===== src/rtl/fetch_queue_if.sv =====
// Fetch/decode side bundle of the instruction fetch queue.
// master drives fetch pairs, flush and deq; slave is the queue itself.
interface fetch_queue_if #(
  parameter int unsigned DEPTH = 8,
  parameter int unsigned WIDTH = 32
);
  localparam int unsigned CNT_W = $clog2(DEPTH) + 1;

  logic             flush;
  logic             in_valid;
  logic [1:0]       in_count;
  logic [31:0]      in_pc;
  logic [WIDTH-1:0] ins0;
  logic [WIDTH-1:0] ins1;
  logic             in_ready;
  logic [1:0]       out_count;
  logic [WIDTH-1:0] out0;
  logic [31:0]      out_pc0;
  logic [WIDTH-1:0] out1;
  logic [31:0]      out_pc1;
  logic [1:0]       deq;
  logic [CNT_W-1:0] occupancy;

  modport master (
    output flush, in_valid, in_count, in_pc, ins0, ins1, deq,
    input  in_ready, out_count, out0, out_pc0, out1, out_pc1, occupancy
  );

  modport slave (
    input  flush, in_valid, in_count, in_pc, ins0, ins1, deq,
    output in_ready, out_count, out0, out_pc0, out1, out_pc1, occupancy
  );
endinterface


===== src/rtl/fetch_queue.sv =====
// Dual-issue instruction queue between the dual-word instruction memory and decode.
// Accepts up to two words per cycle, presents up to two in-order words per cycle.
module fetch_queue #(
  parameter int unsigned DEPTH = 8,
  parameter int unsigned WIDTH = 32
) (
  input  logic          clk,
  input  logic          reset_n,
  fetch_queue_if.slave  bus
);
  localparam int unsigned PTR_W = $clog2(DEPTH);
  localparam int unsigned CNT_W = PTR_W + 1;

  typedef struct packed {
    logic [31:0]      pc;
    logic [WIDTH-1:0] instr;
  } entry_t;

  entry_t           mem_q [DEPTH];
  logic [PTR_W-1:0] head_q, head_d;
  logic [PTR_W-1:0] tail_q, tail_d;
  logic [CNT_W-1:0] count_q, count_d;

  logic [PTR_W-1:0] head1;
  logic [PTR_W-1:0] tail1;
  logic             ready_c;
  logic [1:0]       avail_c;
  logic [1:0]       n_enq;
  logic [1:0]       n_deq;
  logic             wr0_en;
  logic             wr1_en;

  assign head1   = head_q + PTR_W'(1);
  assign tail1   = tail_q + PTR_W'(1);
  assign ready_c = (CNT_W'(DEPTH) - count_q) >= CNT_W'(2);
  assign avail_c = (count_q >= CNT_W'(2)) ? 2'd2 : 2'(count_q);

  // Accepted enqueue and clamped dequeue counts for this cycle.
  always_comb begin
    n_enq = 2'd0;
    n_deq = bus.deq;
    if (bus.in_valid && ready_c) begin
      n_enq = (bus.in_count >= 2'd2) ? 2'd2 : bus.in_count;
    end
    if (bus.deq > avail_c) begin
      n_deq = avail_c;
    end
  end

  assign wr0_en = !bus.flush && (n_enq != 2'd0);
  assign wr1_en = !bus.flush && (n_enq == 2'd2);

  // Pointer and count update; flush overrides any concurrent enqueue/dequeue.
  always_comb begin
    head_d  = head_q;
    tail_d  = tail_q;
    count_d = count_q;
    if (bus.flush) begin
      head_d  = '0;
      tail_d  = '0;
      count_d = '0;
    end else begin
      head_d  = head_q + PTR_W'(n_deq);
      tail_d  = tail_q + PTR_W'(n_enq);
      count_d = count_q + CNT_W'(n_enq) - CNT_W'(n_deq);
    end
  end

  always_ff @(posedge clk or negedge reset_n) begin
    if (!reset_n) begin
      head_q  <= '0;
      tail_q  <= '0;
      count_q <= '0;
    end else begin
      head_q  <= head_d;
      tail_q  <= tail_d;
      count_q <= count_d;
    end
  end

  // Storage; the second word of a pair carries pc+4 with natural 32-bit wrap.
  always_ff @(posedge clk or negedge reset_n) begin
    if (!reset_n) begin
      for (int i = 0; i < int'(DEPTH); i++) begin
        mem_q[i] <= '0;
      end
    end else begin
      if (wr0_en) begin
        mem_q[tail_q] <= '{pc: bus.in_pc, instr: bus.ins0};
      end
      if (wr1_en) begin
        mem_q[tail1] <= '{pc: bus.in_pc + 32'd4, instr: bus.ins1};
      end
    end
  end

  // Outputs depend on registered state only, zeroed where no entry is present.
  assign bus.in_ready  = ready_c;
  assign bus.out_count = avail_c;
  assign bus.occupancy = count_q;
  assign bus.out0      = (avail_c != 2'd0) ? mem_q[head_q].instr : '0;
  assign bus.out_pc0   = (avail_c != 2'd0) ? mem_q[head_q].pc    : '0;
  assign bus.out1      = (avail_c == 2'd2) ? mem_q[head1].instr  : '0;
  assign bus.out_pc1   = (avail_c == 2'd2) ? mem_q[head1].pc     : '0;

endmodule


===== src/flat_wrapper.sv =====
// flat-port wrapper written by rule: the top's interface ports become plain ports
module fetch_queue_flat 
#(
  parameter int unsigned DEPTH = 8,
  parameter int unsigned WIDTH = 32
)
  (clk, reset_n, bus_flush, bus_in_valid, bus_in_count, bus_in_pc, bus_ins0, bus_ins1, bus_deq, bus_in_ready, bus_out_count, bus_out0, bus_out_pc0, bus_out1, bus_out_pc1, bus_occupancy);
  fetch_queue_if #(.DEPTH(DEPTH), .WIDTH(WIDTH)) bus_i ();
  input  logic clk;
  input  logic reset_n;
  input wire logic [$bits(bus_i.flush)-1:0] bus_flush;
  input wire logic [$bits(bus_i.in_valid)-1:0] bus_in_valid;
  input wire logic [$bits(bus_i.in_count)-1:0] bus_in_count;
  input wire logic [$bits(bus_i.in_pc)-1:0] bus_in_pc;
  input wire logic [$bits(bus_i.ins0)-1:0] bus_ins0;
  input wire logic [$bits(bus_i.ins1)-1:0] bus_ins1;
  input wire logic [$bits(bus_i.deq)-1:0] bus_deq;
  output wire logic [$bits(bus_i.in_ready)-1:0] bus_in_ready;
  output wire logic [$bits(bus_i.out_count)-1:0] bus_out_count;
  output wire logic [$bits(bus_i.out0)-1:0] bus_out0;
  output wire logic [$bits(bus_i.out_pc0)-1:0] bus_out_pc0;
  output wire logic [$bits(bus_i.out1)-1:0] bus_out1;
  output wire logic [$bits(bus_i.out_pc1)-1:0] bus_out_pc1;
  output wire logic [$bits(bus_i.occupancy)-1:0] bus_occupancy;
  assign bus_i.flush = bus_flush;
  assign bus_i.in_valid = bus_in_valid;
  assign bus_i.in_count = bus_in_count;
  assign bus_i.in_pc = bus_in_pc;
  assign bus_i.ins0 = bus_ins0;
  assign bus_i.ins1 = bus_ins1;
  assign bus_i.deq = bus_deq;
  assign bus_in_ready = bus_i.in_ready;
  assign bus_out_count = bus_i.out_count;
  assign bus_out0 = bus_i.out0;
  assign bus_out_pc0 = bus_i.out_pc0;
  assign bus_out1 = bus_i.out1;
  assign bus_out_pc1 = bus_i.out_pc1;
  assign bus_occupancy = bus_i.occupancy;
  fetch_queue #(.DEPTH(DEPTH), .WIDTH(WIDTH)) u_core (.clk(clk), .reset_n(reset_n), .bus(bus_i));
endmodule

===== config.mk =====
export PLATFORM = sky130hd
export DESIGN_NAME = fetch_queue_flat
export DESIGN_NICKNAME = d
export VERILOG_FILES = /design/src/rtl/fetch_queue_if.sv /design/src/rtl/fetch_queue.sv /design/src/flat_wrapper.sv
export SDC_FILE = /design/constraint.sdc
export NUM_CORES = 2
export LEC_CHECK = 0
export BUFFER_PORTS_ARGS = -buffer_cell sky130_fd_sc_hd__buf_2
export CELL_PAD_IN_SITES_DETAIL_PLACEMENT = 1
export CELL_PAD_IN_SITES_GLOBAL_PLACEMENT = 1
export CORE_MARGIN = 8
export CORE_UTILIZATION = 40
export CTS_BUF_LIST = sky130_fd_sc_hd__clkbuf_8
export CTS_CLUSTER_SIZE = 30
export DETAILED_ROUTE_END_ITERATION = 10
export GPL_TIMING_DRIVEN = 0
export MAX_ROUTING_LAYER = met4
export PLACE_DENSITY_LB_ADDON = 0.12
export SYNTH_ARGS = -nofsm -noshare
export SYNTH_HDL_FRONTEND = slang
export SYNTH_SLANG_ARGS = --single-unit

===== constraint.sdc =====
create_clock -name clk -period 3.4 [get_ports clk]
set_input_delay 0.34 -clock clk [delete_from_list [all_inputs] [get_ports clk]]
set_output_delay 0.34 -clock clk [all_outputs]
set_load 0.03 [all_outputs]

==> results.cfg <==
[final_layout]
drive_gt1_share_pct = 25.6
layout.nets = 3928
area_growth_pct = 17.2
nFillCells = 9409

[timing]
setup_viol = 9
min_period_over_period_pct = 101
fin_ws_ps = -50.1
worstMarginPinSlew_ps = 1340
rsz0062_at_grt = true
clock_skew_ps = 18.3
period_minus_slack_ps = 3450
maxSlewHeadroom_pct = 10.4
fmax_ghz = 0.290
maxSlewViolCount = 0
final_hold_viol_count = 0

[status]
outcome = finished with violations
failed_checks = negative setup slack

[clock_tree]
cts_tree = yes
clock-sinks = 522
clk_path_buf_depth = 3
cts_buffers = 101
clk_pin_slew_ps = 70
clk_latency_ps = 740
cts.htree.levels = 3
cts.root.buffer_cell = clkbuf_8

[critical_path]
r2r-end = u_core.mem_q[297]
r2r-start = u_core.bus.occupancy[1]
worstRegToRegCells = 9
start_kind = flip-flop
cp_max_fo = 10
r2r_slack_ps = -50
cp.arrival_ps = 4080
end_kind = flip-flop
path_class = flip-flop to flip-flop
worstPathRequired_ps = 4030

[logic_synthesis]
synthCells = 3486
synth_nets = 3610
synth_warnings = 0
syn-mean-instance-area_um2 = 9.48
synth_edf_count = 0
synth_area_um2 = 33000
ys_seq_area_share_pct = 39.5
synthArstFlopShare_pct = 100
synth_ff_type = dfrtp_1
ys_ff_latch = 522
synth.distinct_cells = 63

[place]
io_buffer_count = 168
dp_hpwl_mm = 116
dp_slack_ps = -803
globalplace.congestion = 0.979

[drt]
viasPerCell = 6.68
drtIter0Drc = 4188
vias = 33100
wl_mm = 169
post_drt_wl_per_cell_um = 34.1
antenna_left = 0
dr.pass1.iters = 6
drc_errors = 0

[die]
start_util_pct = 40.3
dieArea_um2 = 92000
io_pins = 239
dieWidth_um = 303
rows = 105
fp.coreArea_um2 = 82000
die_y_um = 303

[global_route]
grtUsageMet2_pct = 56.0
grt_max_degree = 112
met3_usage_pct = 9.53
grt_pass1_vias = 34100
met1_usage_pct = 48.0
gr-total-overflow = 0
top_usage_layer = met2
antenna_found_initial = 10
grt_pass1_wl_mm = 244
track_usage_pct = 37.4

[min_path]
min_delay_worst_endpoint = u_core.mem_q[408]
min_delay_path_depth = 3
hold_path_class = input pin to flip-flop
hold_start = bus_ins1[24]

[power]
leakagePower_nw = 16.7
ir_drop_v = 0.000638
pwr_density_cell_nw_per_um2 = 1030
total_power_w = 0.0399

[flow_run]
cap_violations = 0
## worst max path at each step
| stage | startpoint | to | slack (ps) | cells after the start |
|---|---|---|---|---|
| floorplan | u_core.bus.occupancy[0] | u_core.bus.occupancy[2] | -40 | 16 |
| global placement | reset_n | u_core.bus.occupancy[0] | -10980 | 1 |
| detailed placement | u_core.head_q[0] | bus_out_pc1[2] | -800 | 8 |
| CTS | u_core.head_q[1] | bus_out1[14] | 3 | 7 |
| global route | u_core.bus.occupancy[1] | u_core.mem_q[15] | -20 | 9 |
| finish | u_core.bus.occupancy[1] | u_core.mem_q[297] | -50 | 9 |
## what timing repair did
action	in CTS	in global routing
hold endpoints to repair	154	0
setup endpoints to repair	421	193
buffers inserted	3	8
hold buffers	28	0
resized for setup	267	100
pin swaps	1	7
## synth_stat cells, types with 21 or more instances
library cell / number / area [um2]
a21oi_1: 710 / 3550
nand2_1: 571 / 2140
dfrtp_1: 522 / 13100
nor2_1: 403 / 1510
mux4_2: 256 / 5770
clkbuf_1: 222 / 833
buf_2: 108 / 541
a22oi_1: 106 / 796
mux2i_1: 72 / 721
o221a_2: 54 / 608
nor3_1: 50 / 250
a31oi_1: 35 / 219
o22ai_1: 33 / 206
a2bb2oi_1: 32 / 280
buf_1: 27 / 101
clkbuf_2: 26 / 130
a211oi_1: 23 / 173
nand3_1: 21 / 105
## power by group
group / switching [W] / total [W] / internal, W
Combinational: 0.0134 / 0.0223 / 0.00891
Sequential: 0.00222 / 0.0110 / 0.00879
Clock: 0.00311 / 0.00656 / 0.00345
## flip-flops by register name, summed over array words and instances, names as in the netlist
signal / count
u_core.mem_q: 512
u_core.bus.occupancy: 4
u_core.head_q: 3
u_core.tail_q: 3
## layout make-up
type	instances	area (um2)	share of cell area, %
Timing Repair Buffer	215	1460	3.78
Antenna cell	5	12.5	0.0323
Multi-Input combinational cell	2554	18500	47.8
Tap cell	1070	1340	3.46
Clock buffer	132	1820	4.69
Sequential cell	522	13100	33.8
Inverter	16	60.1	0.155
Buffer	394	2250	5.82
Clock inverter	49	213	0.550
## routing by layer
layer | part of all wire [%] | vias up | wire, um
met4 | 5.1 | 0 | 8580
met2 | 45 | 2089 | 75800
met5 | 0 | - | 0
li1 | - | 13400 | -
met1 | 39 | 17100 | 66600
met3 | 11 | 531 | 18100
## per-stage QoR
step	util [%]	setup TNS, ps	cells	hold WS [ps]	instance area [um2]
2_1_floorplan	-	-66.0	3486	44.4	33100
3_3_place_gp	43.0	-5277070	4724	507	35200
3_5_place_dp	43.3	-82000	4732	392	35500
4_1_cts	46.8	0	4944	1.74	38400
5_1_grt	47.2	-93.8	4957	25.2	38700
6_report	47.2	-238	4957	26.8	38700
## cell families (layout without fill, tap and decap cells)
| group | after synthesis | after routing | synth area share (%) |
|---|---|---|---|
| buffers and inverters | 410 | 806 | 5.31 |
| xor gates and xnor gates | 25 | 25 | 0.663 |
| AOI/OAI and AO/OA | 1060 | 1060 | 20.0 |
| other | 0 | 5 | 0 |
| and+or+nand+nor | 1105 | 1105 | 13.5 |
| DFF | 522 | 522 | 39.5 |
| muxes | 344 | 344 | 20.2 |
| adders and majority gates | 20 | 20 | 0.848 |
## layout by cell type, fill, tap and decap left out, drive strengths merged, types with 3 or more instances in the layout
master | Yosys | routed
nor2b | 7 | 7
inv | 15 | 53
o221a | 56 | 56
a211oi | 33 | 33
mux2 | 16 | 16
xor2 | 16 | 16
clkinv | 1 | 11
nor4 | 5 | 5
dlygate4sd3 | 0 | 28
buf | 146 | 330
a31oi | 35 | 35
xnor2 | 9 | 9
nor2 | 403 | 403
a22oi | 106 | 106
nand2 | 575 | 575
o21a | 9 | 9
and3 | 3 | 3
a32oi | 8 | 8
o22ai | 33 | 33
diode | 0 | 5
a31o | 10 | 10
clkbuf | 248 | 382
ha | 16 | 16
and2 | 8 | 8
a21oi | 710 | 710
o211ai | 16 | 16
fa | 4 | 4
mux4 | 256 | 256
dfrtp | 522 | 522
nand3 | 21 | 21
mux2i | 72 | 72
nand4 | 16 | 16
and4 | 3 | 3
a2bb2oi | 32 | 32
nor3 | 51 | 51
a221oi | 6 | 6
## worst max-delay path, cell delays in order, from the launching register on
cell and delay [ps]:
dfrtp_2 430, inv_2 80, ha_1 190, or3b_1 410
o21a_1 160, buf_2 220, buf_6 210, o211ai_4 670
nand2_2 510, o221a_2 440
(Power assumes the default switching activity.)
